===== config.mk =====
export PLATFORM = sky130hd
export DESIGN_NAME = flexbyte_stp_packer_flat
export DESIGN_NICKNAME = d
export VERILOG_FILES = /design/src/rtl/flexbyte_stp_packer_pkg.sv /design/src/rtl/flexbyte_stp_packer_if.sv /design/src/rtl/flexbyte_stp_packer_align.sv /design/src/rtl/flexbyte_stp_packer.sv /design/src/flat_wrapper.sv
export SDC_FILE = /design/constraint.sdc
export NUM_CORES = 1
export LEC_CHECK = 0
export CAP_MARGIN = 25
export CORE_MARGIN = 10
export CORE_UTILIZATION = 45
export DETAILED_ROUTE_END_ITERATION = 8
export GPL_TIMING_DRIVEN = 0
export PLACE_DENSITY = 0.73
export REMOVE_ABC_BUFFERS = 1
export SYNTH_ARGS = -nofsm -noshare
export SYNTH_HDL_FRONTEND = slang
export SYNTH_SLANG_ARGS = --single-unit

===== constraint.sdc =====
create_clock -name clk -period 8.54 [get_ports clk]
set_input_delay 0.854 -clock clk [delete_from_list [all_inputs] [get_ports clk]]
set_output_delay 0.854 -clock clk [all_outputs]
set_load 0.02 [all_outputs]

===== src/rtl/flexbyte_stp_packer_pkg.sv =====
// Shared types and width helpers for the flexbyte packer.
package flexbyte_pkg;

    typedef logic [7:0] byte_t;

    localparam bit MSB_FIRST = 1'b1;
    localparam bit LSB_FIRST = 1'b0;

    function automatic int cnt_w(input int n);
        return $clog2(n + 1);
    endfunction

    function automatic int acc_bytes(input int in_b, input int out_b);
        return out_b + in_b - 1;
    endfunction

endpackage


===== src/rtl/flexbyte_stp_packer_if.sv =====
// Byte-group input stream and packed-word output stream.
interface flexbyte_stp_packer_if
    import flexbyte_pkg::*;
#(
    parameter int IN_BYTES  = 2,
    parameter int OUT_BYTES = 4
) ();

    logic                           in_valid;
    logic                           in_ready;
    logic [IN_BYTES*8-1:0]          in_data;
    logic [cnt_w(IN_BYTES)-1:0]     in_nbytes;
    logic                           in_last;
    logic                           out_valid;
    logic                           out_ready;
    logic [OUT_BYTES*8-1:0]         out_data;
    logic [cnt_w(OUT_BYTES)-1:0]    out_nbytes;
    logic                           out_last;

    modport slave (
        input  in_valid, in_data, in_nbytes, in_last, out_ready,
        output in_ready, out_valid, out_data, out_nbytes, out_last
    );

    modport master (
        output in_valid, in_data, in_nbytes, in_last, out_ready,
        input  in_ready, out_valid, out_data, out_nbytes, out_last
    );

endinterface


===== src/rtl/flexbyte_stp_packer_align.sv =====
// Lane reorder: beat -> earliest-first bytes (PACK=0),
// earliest-first bytes + count -> justified word (PACK=1).
module flexbyte_align
    import flexbyte_pkg::*;
#(
    parameter bit MSB   = MSB_FIRST,
    parameter int BYTES = 4,
    parameter bit PACK  = 1'b0
) (
    input  byte_t [BYTES-1:0]       src,
    input  logic [cnt_w(BYTES)-1:0] cnt,
    output byte_t [BYTES-1:0]       dst
);

    always_comb begin
        int n;
        n = int'(cnt);
        dst = '0;
        for (int i = 0; i < BYTES; i++) begin
            for (int j = 0; j < BYTES; j++) begin
                if (MSB) begin
                    if (i < n && j == n - 1 - i) dst[i] = src[j];
                end else if (PACK) begin
                    if (i >= BYTES - n && j == i - (BYTES - n)) dst[i] = src[j];
                end else begin
                    if (i < n && j == i) dst[i] = src[j];
                end
            end
        end
    end

endmodule


===== src/rtl/flexbyte_stp_packer.sv =====
// Packs variable-length byte groups into OUT_BYTES words with
// residual carry-over and in_last flush of partial words.
module flexbyte_stp_packer
    import flexbyte_pkg::*;
#(
    parameter bit MSB       = MSB_FIRST,
    parameter int IN_BYTES  = 2,
    parameter int OUT_BYTES = 4
) (
    input logic                  clk,
    input logic                  n_rst,
    flexbyte_stp_packer_if.slave bus
);

    localparam int ACC = acc_bytes(IN_BYTES, OUT_BYTES);
    localparam int CW  = cnt_w(ACC);
    localparam int IW  = cnt_w(IN_BYTES);
    localparam int OW  = cnt_w(OUT_BYTES);

    generate
        if (OUT_BYTES < IN_BYTES || IN_BYTES < 1) begin : g_bad_cfg
            $error("flexbyte_stp_packer: need 1 <= IN_BYTES <= OUT_BYTES");
        end
    endgenerate

    byte_t [ACC-1:0]       acc_q;
    byte_t [ACC-1:0]       acc_d;
    logic [CW-1:0]         cnt_q;
    logic [CW-1:0]         cnt_d;
    logic [CW-1:0]         take;
    logic [CW-1:0]         surv;
    logic [CW-1:0]         n_in;
    logic                  flush_q;
    logic                  ready;
    logic                  accept;
    logic                  full;
    logic                  load;
    logic                  empties;
    logic                  out_valid_q;
    logic                  out_last_q;
    logic [OUT_BYTES*8-1:0] out_data_q;
    logic [OW-1:0]         out_nbytes_q;
    byte_t [IN_BYTES-1:0]  in_ef;
    byte_t [OUT_BYTES-1:0] word;

    flexbyte_align #(
        .MSB   (MSB),
        .BYTES (IN_BYTES),
        .PACK  (1'b0)
    ) u_in_align (
        .src (bus.in_data),
        .cnt (bus.in_nbytes),
        .dst (in_ef)
    );

    flexbyte_align #(
        .MSB   (MSB),
        .BYTES (OUT_BYTES),
        .PACK  (1'b1)
    ) u_out_align (
        .src (acc_q[OUT_BYTES-1:0]),
        .cnt (OW'(take)),
        .dst (word)
    );

    always_comb begin
        ready   = (cnt_q < CW'(OUT_BYTES)) && !flush_q;
        accept  = bus.in_valid && ready && (bus.in_nbytes != '0)
                  && (bus.in_nbytes <= IW'(IN_BYTES));
        full    = cnt_q >= CW'(OUT_BYTES);
        load    = (!out_valid_q || bus.out_ready)
                  && (full || (flush_q && cnt_q != '0));
        take    = '0;
        if (load) take = full ? CW'(OUT_BYTES) : cnt_q;
        empties = load && (take == cnt_q);
        surv    = cnt_q - take;
        n_in    = accept ? CW'(bus.in_nbytes) : '0;
        cnt_d   = surv + n_in;
        // Residue slides down by 'take'; new bytes land right behind it.
        acc_d = '0;
        for (int i = 0; i < ACC; i++) begin
            for (int j = 0; j < ACC; j++) begin
                if (j == i + int'(take) && j < int'(cnt_q)) acc_d[i] = acc_q[j];
            end
            for (int k = 0; k < IN_BYTES; k++) begin
                if (k < int'(n_in) && i == int'(surv) + k) acc_d[i] = in_ef[k];
            end
        end
    end

    always_ff @(posedge clk or negedge n_rst) begin
        if (!n_rst) begin
            acc_q        <= '0;
            cnt_q        <= '0;
            flush_q      <= 1'b0;
            out_valid_q  <= 1'b0;
            out_data_q   <= '0;
            out_nbytes_q <= '0;
            out_last_q   <= 1'b0;
        end else begin
            acc_q <= acc_d;
            cnt_q <= cnt_d;
            if (accept && bus.in_last) flush_q <= 1'b1;
            else if (empties)          flush_q <= 1'b0;
            if (load) begin
                out_valid_q  <= 1'b1;
                out_data_q   <= word;
                out_nbytes_q <= OW'(take);
                out_last_q   <= flush_q && empties;
            end else if (bus.out_ready) begin
                out_valid_q <= 1'b0;
            end
        end
    end

    assign bus.in_ready   = ready;
    assign bus.out_valid  = out_valid_q;
    assign bus.out_data   = out_data_q;
    assign bus.out_nbytes = out_nbytes_q;
    assign bus.out_last   = out_last_q;

endmodule


===== src/flat_wrapper.sv =====
// flat-port wrapper written by rule: the top's interface ports become plain ports
module flexbyte_stp_packer_flat import flexbyte_pkg::*;
#(
    parameter bit MSB       = MSB_FIRST,
    parameter int IN_BYTES  = 2,
    parameter int OUT_BYTES = 4
)
  (clk, n_rst, bus_in_valid, bus_in_data, bus_in_nbytes, bus_in_last, bus_out_ready, bus_in_ready, bus_out_valid, bus_out_data, bus_out_nbytes, bus_out_last);
  flexbyte_stp_packer_if #(.IN_BYTES(IN_BYTES), .OUT_BYTES(OUT_BYTES)) bus_i ();
  input logic clk;
  input logic n_rst;
  input wire logic [$bits(bus_i.in_valid)-1:0] bus_in_valid;
  input wire logic [$bits(bus_i.in_data)-1:0] bus_in_data;
  input wire logic [$bits(bus_i.in_nbytes)-1:0] bus_in_nbytes;
  input wire logic [$bits(bus_i.in_last)-1:0] bus_in_last;
  input wire logic [$bits(bus_i.out_ready)-1:0] bus_out_ready;
  output wire logic [$bits(bus_i.in_ready)-1:0] bus_in_ready;
  output wire logic [$bits(bus_i.out_valid)-1:0] bus_out_valid;
  output wire logic [$bits(bus_i.out_data)-1:0] bus_out_data;
  output wire logic [$bits(bus_i.out_nbytes)-1:0] bus_out_nbytes;
  output wire logic [$bits(bus_i.out_last)-1:0] bus_out_last;
  assign bus_i.in_valid = bus_in_valid;
  assign bus_i.in_data = bus_in_data;
  assign bus_i.in_nbytes = bus_in_nbytes;
  assign bus_i.in_last = bus_in_last;
  assign bus_i.out_ready = bus_out_ready;
  assign bus_in_ready = bus_i.in_ready;
  assign bus_out_valid = bus_i.out_valid;
  assign bus_out_data = bus_i.out_data;
  assign bus_out_nbytes = bus_i.out_nbytes;
  assign bus_out_last = bus_i.out_last;
  flexbyte_stp_packer #(.MSB(MSB), .IN_BYTES(IN_BYTES), .OUT_BYTES(OUT_BYTES)) u_core (.clk(clk), .n_rst(n_rst), .bus(bus_i));
endmodule

==> impl_metrics.py <==
metrics = {
    "outcome": {
        "outcome": "finished clean",
    },
    "worst_setup_path": {
        "crit_path_end_kind": "flip-flop",
        "crit_end": "u_core.acc_q[11]",
        "crit_arrival_ns": 6.26,
        "crit_start": "bus_out_ready",
        "start_kind": "input port",
        "reg2reg_slack_ns": 2.73,
        "ff2ff_path_depth": 12,
        "critPathKind": "in2reg",
        "reg2reg_to": "u_core.acc_q[11]",
        "required_ns": 8.75,
        "crit_path_max_fanout": 30,
        "r2r-start": "u_core.cnt_q[2]",
    },
    "synthesis": {
        "synth.cell_area_sq_um": 7041,
        "netlist_instances": 883,
        "synth_seq_cells": 81,
        "synth_top_flop_cell": "dfrtp_1",
        "synthArstFlopShare_pct": 100.0,
        "synth_edf_count": 0,
        "yosysUniqueCellTypes": 75,
        "ys_seq_area_share_pct": 28.79,
        "syn_area_per_cell_sq_um": 7.973,
        "synth_warnings": 0,
    },
    "clocking": {
        "cts_setup_buffers": 0,
        "numCtsBuffers": 9,
        "root_buffer": "clkbuf_16",
        "cts_sinks": 81,
        "clkSlewWorstSetupHoldPaths_ns": 0.07,
        "cts_tree": "built",
        "cts_hold_buf": 0,
        "insertion_delay_ns": 0.36,
        "cts_buffer_depth": 2,
        "htreeDepth": 3,
        "cts.repair.resized": 0,
    },
    "global_route": {
        "grt_pass1_wl_mm": 37.40,
        "grt_pass1_vias": 6643,
        "grt_use_total_pct": 21.21,
        "gr-total-overflow": 0,
        "antenna_found_initial": 0,
        "grt_max_degree": 59,
    },
    "power": {
        "power_per_cell_area_nw_per_um2": 327.2,
        "ir_worst_vdd_mv": 0.1619,
        "p_leak_nw": 3.056,
        "power_mw": 2.602,
    },
    "finish": {
        "final_cell_mix": "nand2_1, dfrtp_1, clkdlybuf4s50_1",
        "drive_above_1_share_pct": 7.241,
        "diodes": 0,
        "syn_to_final_growth_pct": 12.97,
        "nNetsFinal": 910,
        "final_common_cell": "nand2_1",
    },
    "detailed_routing": {
        "num_vias": 7168,
        "post_drt_wl_per_cell_microns": 21.62,
        "antenna_left": 0,
        "firstDrtPassIters": 6,
        "wirelength_mm": 23.37,
        "drc": 0,
        "drt_iter0_markers": 1059,
        "drt-vias-per-instance": 6.631,
    },
    "floorplan": {
        "start_util_pct": 46.14,
        "die_x_microns": 145.1,
        "coreArea_sq_um": 15260,
        "ios": 61,
        "die_h_microns": 145.1,
        "die-area_sq_um": 21050,
        "rows": 45,
    },
    "timing": {
        "relSlewSlack_pct": 27.75,
        "worstMarginPinSlew_ns": 1.072,
        "skew_ns": 0.008494,
        "period_minus_slack_ns": 6.047,
        "whs_ns": 0.4507,
        "fmax_mhz": 165.4,
        "setup_viol": 0,
        "fin_crit_sh_pct": 70.81,
        "slew_viol_final": 0,
        "finalHoldViolCount": 0,
        "rsz0062_at_grt": "false",
    },
    "job": {
        "max_cap_violations": 0,
    },
    "place": {
        "gp_congestion": 0.9480,
        "dp_hpwl_mm": 16.89,
        "io_buffer_count": 60,
    },
    "min_path": {
        "hp-class": "in2async",
    },
}
Yosys cell counts (13+ instances only):
| cell type | count | area share [%] |
|---|---|---|
| ha_1 | 20 | 3.6 |
| a22oi_1 | 18 | 1.9 |
| clkbuf_1 | 49 | 2.6 |
| a221oi_1 | 46 | 5.7 |
| buf_1 | 14 | 0.75 |
| dfrtp_1 | 81 | 29 |
| a21oi_1 | 47 | 3.3 |
| nand3_1 | 31 | 2.2 |
| nand2_1 | 106 | 5.7 |
| nor3_1 | 13 | 0.92 |
| buf_2 | 24 | 1.7 |
| o21ai_0 | 59 | 4.2 |
| o22ai_1 | 15 | 1.3 |
| a221o_1 | 15 | 2.1 |
| a211oi_1 | 23 | 2.5 |
| inv_1 | 45 | 2.4 |
| o221ai_1 | 19 | 2.4 |
| nand4_1 | 14 | 1.2 |
| nor2_1 | 43 | 2.3 |
| nor2b_1 | 15 | 1.3 |
kinds of logic (layout without fill, tap and decap cells):
kind of cell / after synthesis / in the layout / synth area share, %
AOI/OAI and AO/OA: 360 / 360 / 38.51
xor gates and xnor gates: 6 / 6 / 0.8531
adders and majority gates: 22 / 22 / 4.123
buffers and inverters: 142 / 129 / 8.335
DFF: 81 / 81 / 28.79
muxes: 8 / 8 / 1.280
and+or+nand+nor: 264 / 264 / 18.11
how the worst min path moves through the flow:
stage                                         from                       end  cells after the start
after floorplan                   u_core.acc_q[16]          u_core.acc_q[16]                      2
after global placement    u_core.bus.out_nbytes[2]  u_core.bus.out_nbytes[2]                      2
after detailed placement  u_core.bus.out_nbytes[0]  u_core.bus.out_nbytes[0]                      2
after CTS                                    n_rst  u_core.bus.out_nbytes[0]                      1
after global routing                         n_rst  u_core.bus.out_nbytes[0]                      1
final                                        n_rst  u_core.bus.out_nbytes[0]                      1
power breakdown:
part | leakage (nW) | total, mW | internal [mW] | switching (mW)
clock network | 0.153 | 0.442 | 0.259 | 0.182
registers | 1.10 | 0.685 | 0.467 | 0.218
logic | 1.80 | 1.48 | 0.522 | 0.954
area by class of cell:
class / count / area [sq um]
clock inverters: 7 / 101.3
fillers: 1452 / 7305
flip-flops and latches: 81 / 2027
well taps: 211 / 264.0
repair buffers: 66 / 711.9
inverters: 47 / 176.4
clock buffers: 9 / 225.2
multi-input cells: 660 / 4448
registers in the layout, summed over array words and instances, names as in the netlist:
register,cells
u_core.bus.out_last,1
u_core.flush_q,1
u_core.acc_q,40
u_core.bus.out_data,32
u_core.bus.out_nbytes,3
u_core.bus.out_valid,1
u_core.cnt_q,3
critical path, stage by stage:
cell	delay [ns]
clkdlybuf4s50_1	0.51
nand2b_1	0.35
o21ai_4	0.27
buf_16	0.27
nor2_1	0.41
inv_1	0.34
fa_1	0.80
clkinv_1	0.33
nor2_1	0.36
ha_1	0.26
nand4_1	0.31
a21oi_1	0.71
or2_2	0.33
a31oi_1	0.14
metrics by stage:
stage               std cells  util (%)  instance area (sq um)  TNS [ns]  setup WS (ns)
floorplan                 788         -                   6630         0          1.479
finish                   1081     52.13                   7954         0          2.493
global route             1081     52.13                   7954         0          2.027
detailed placement       1065     49.99                   7627         0          2.233
global placement         1059     49.12                   7495    -84.66         -1.873
CTS                      1081     52.13                   7954         0          2.566
per-layer routing:
layer | share of wire [%] | global-route usage (%) | vias up
li1 | - | - | 3334
met1 | 45 | 29.59 | 3369
met2 | 44 | 32.06 | 419
met3 | 9.6 | 3.881 | 46
met4 | 2.0 | 7.432 | 0
met5 | 0 | 0 | -
No activity file was read; power rests on OpenSTA's default activity.
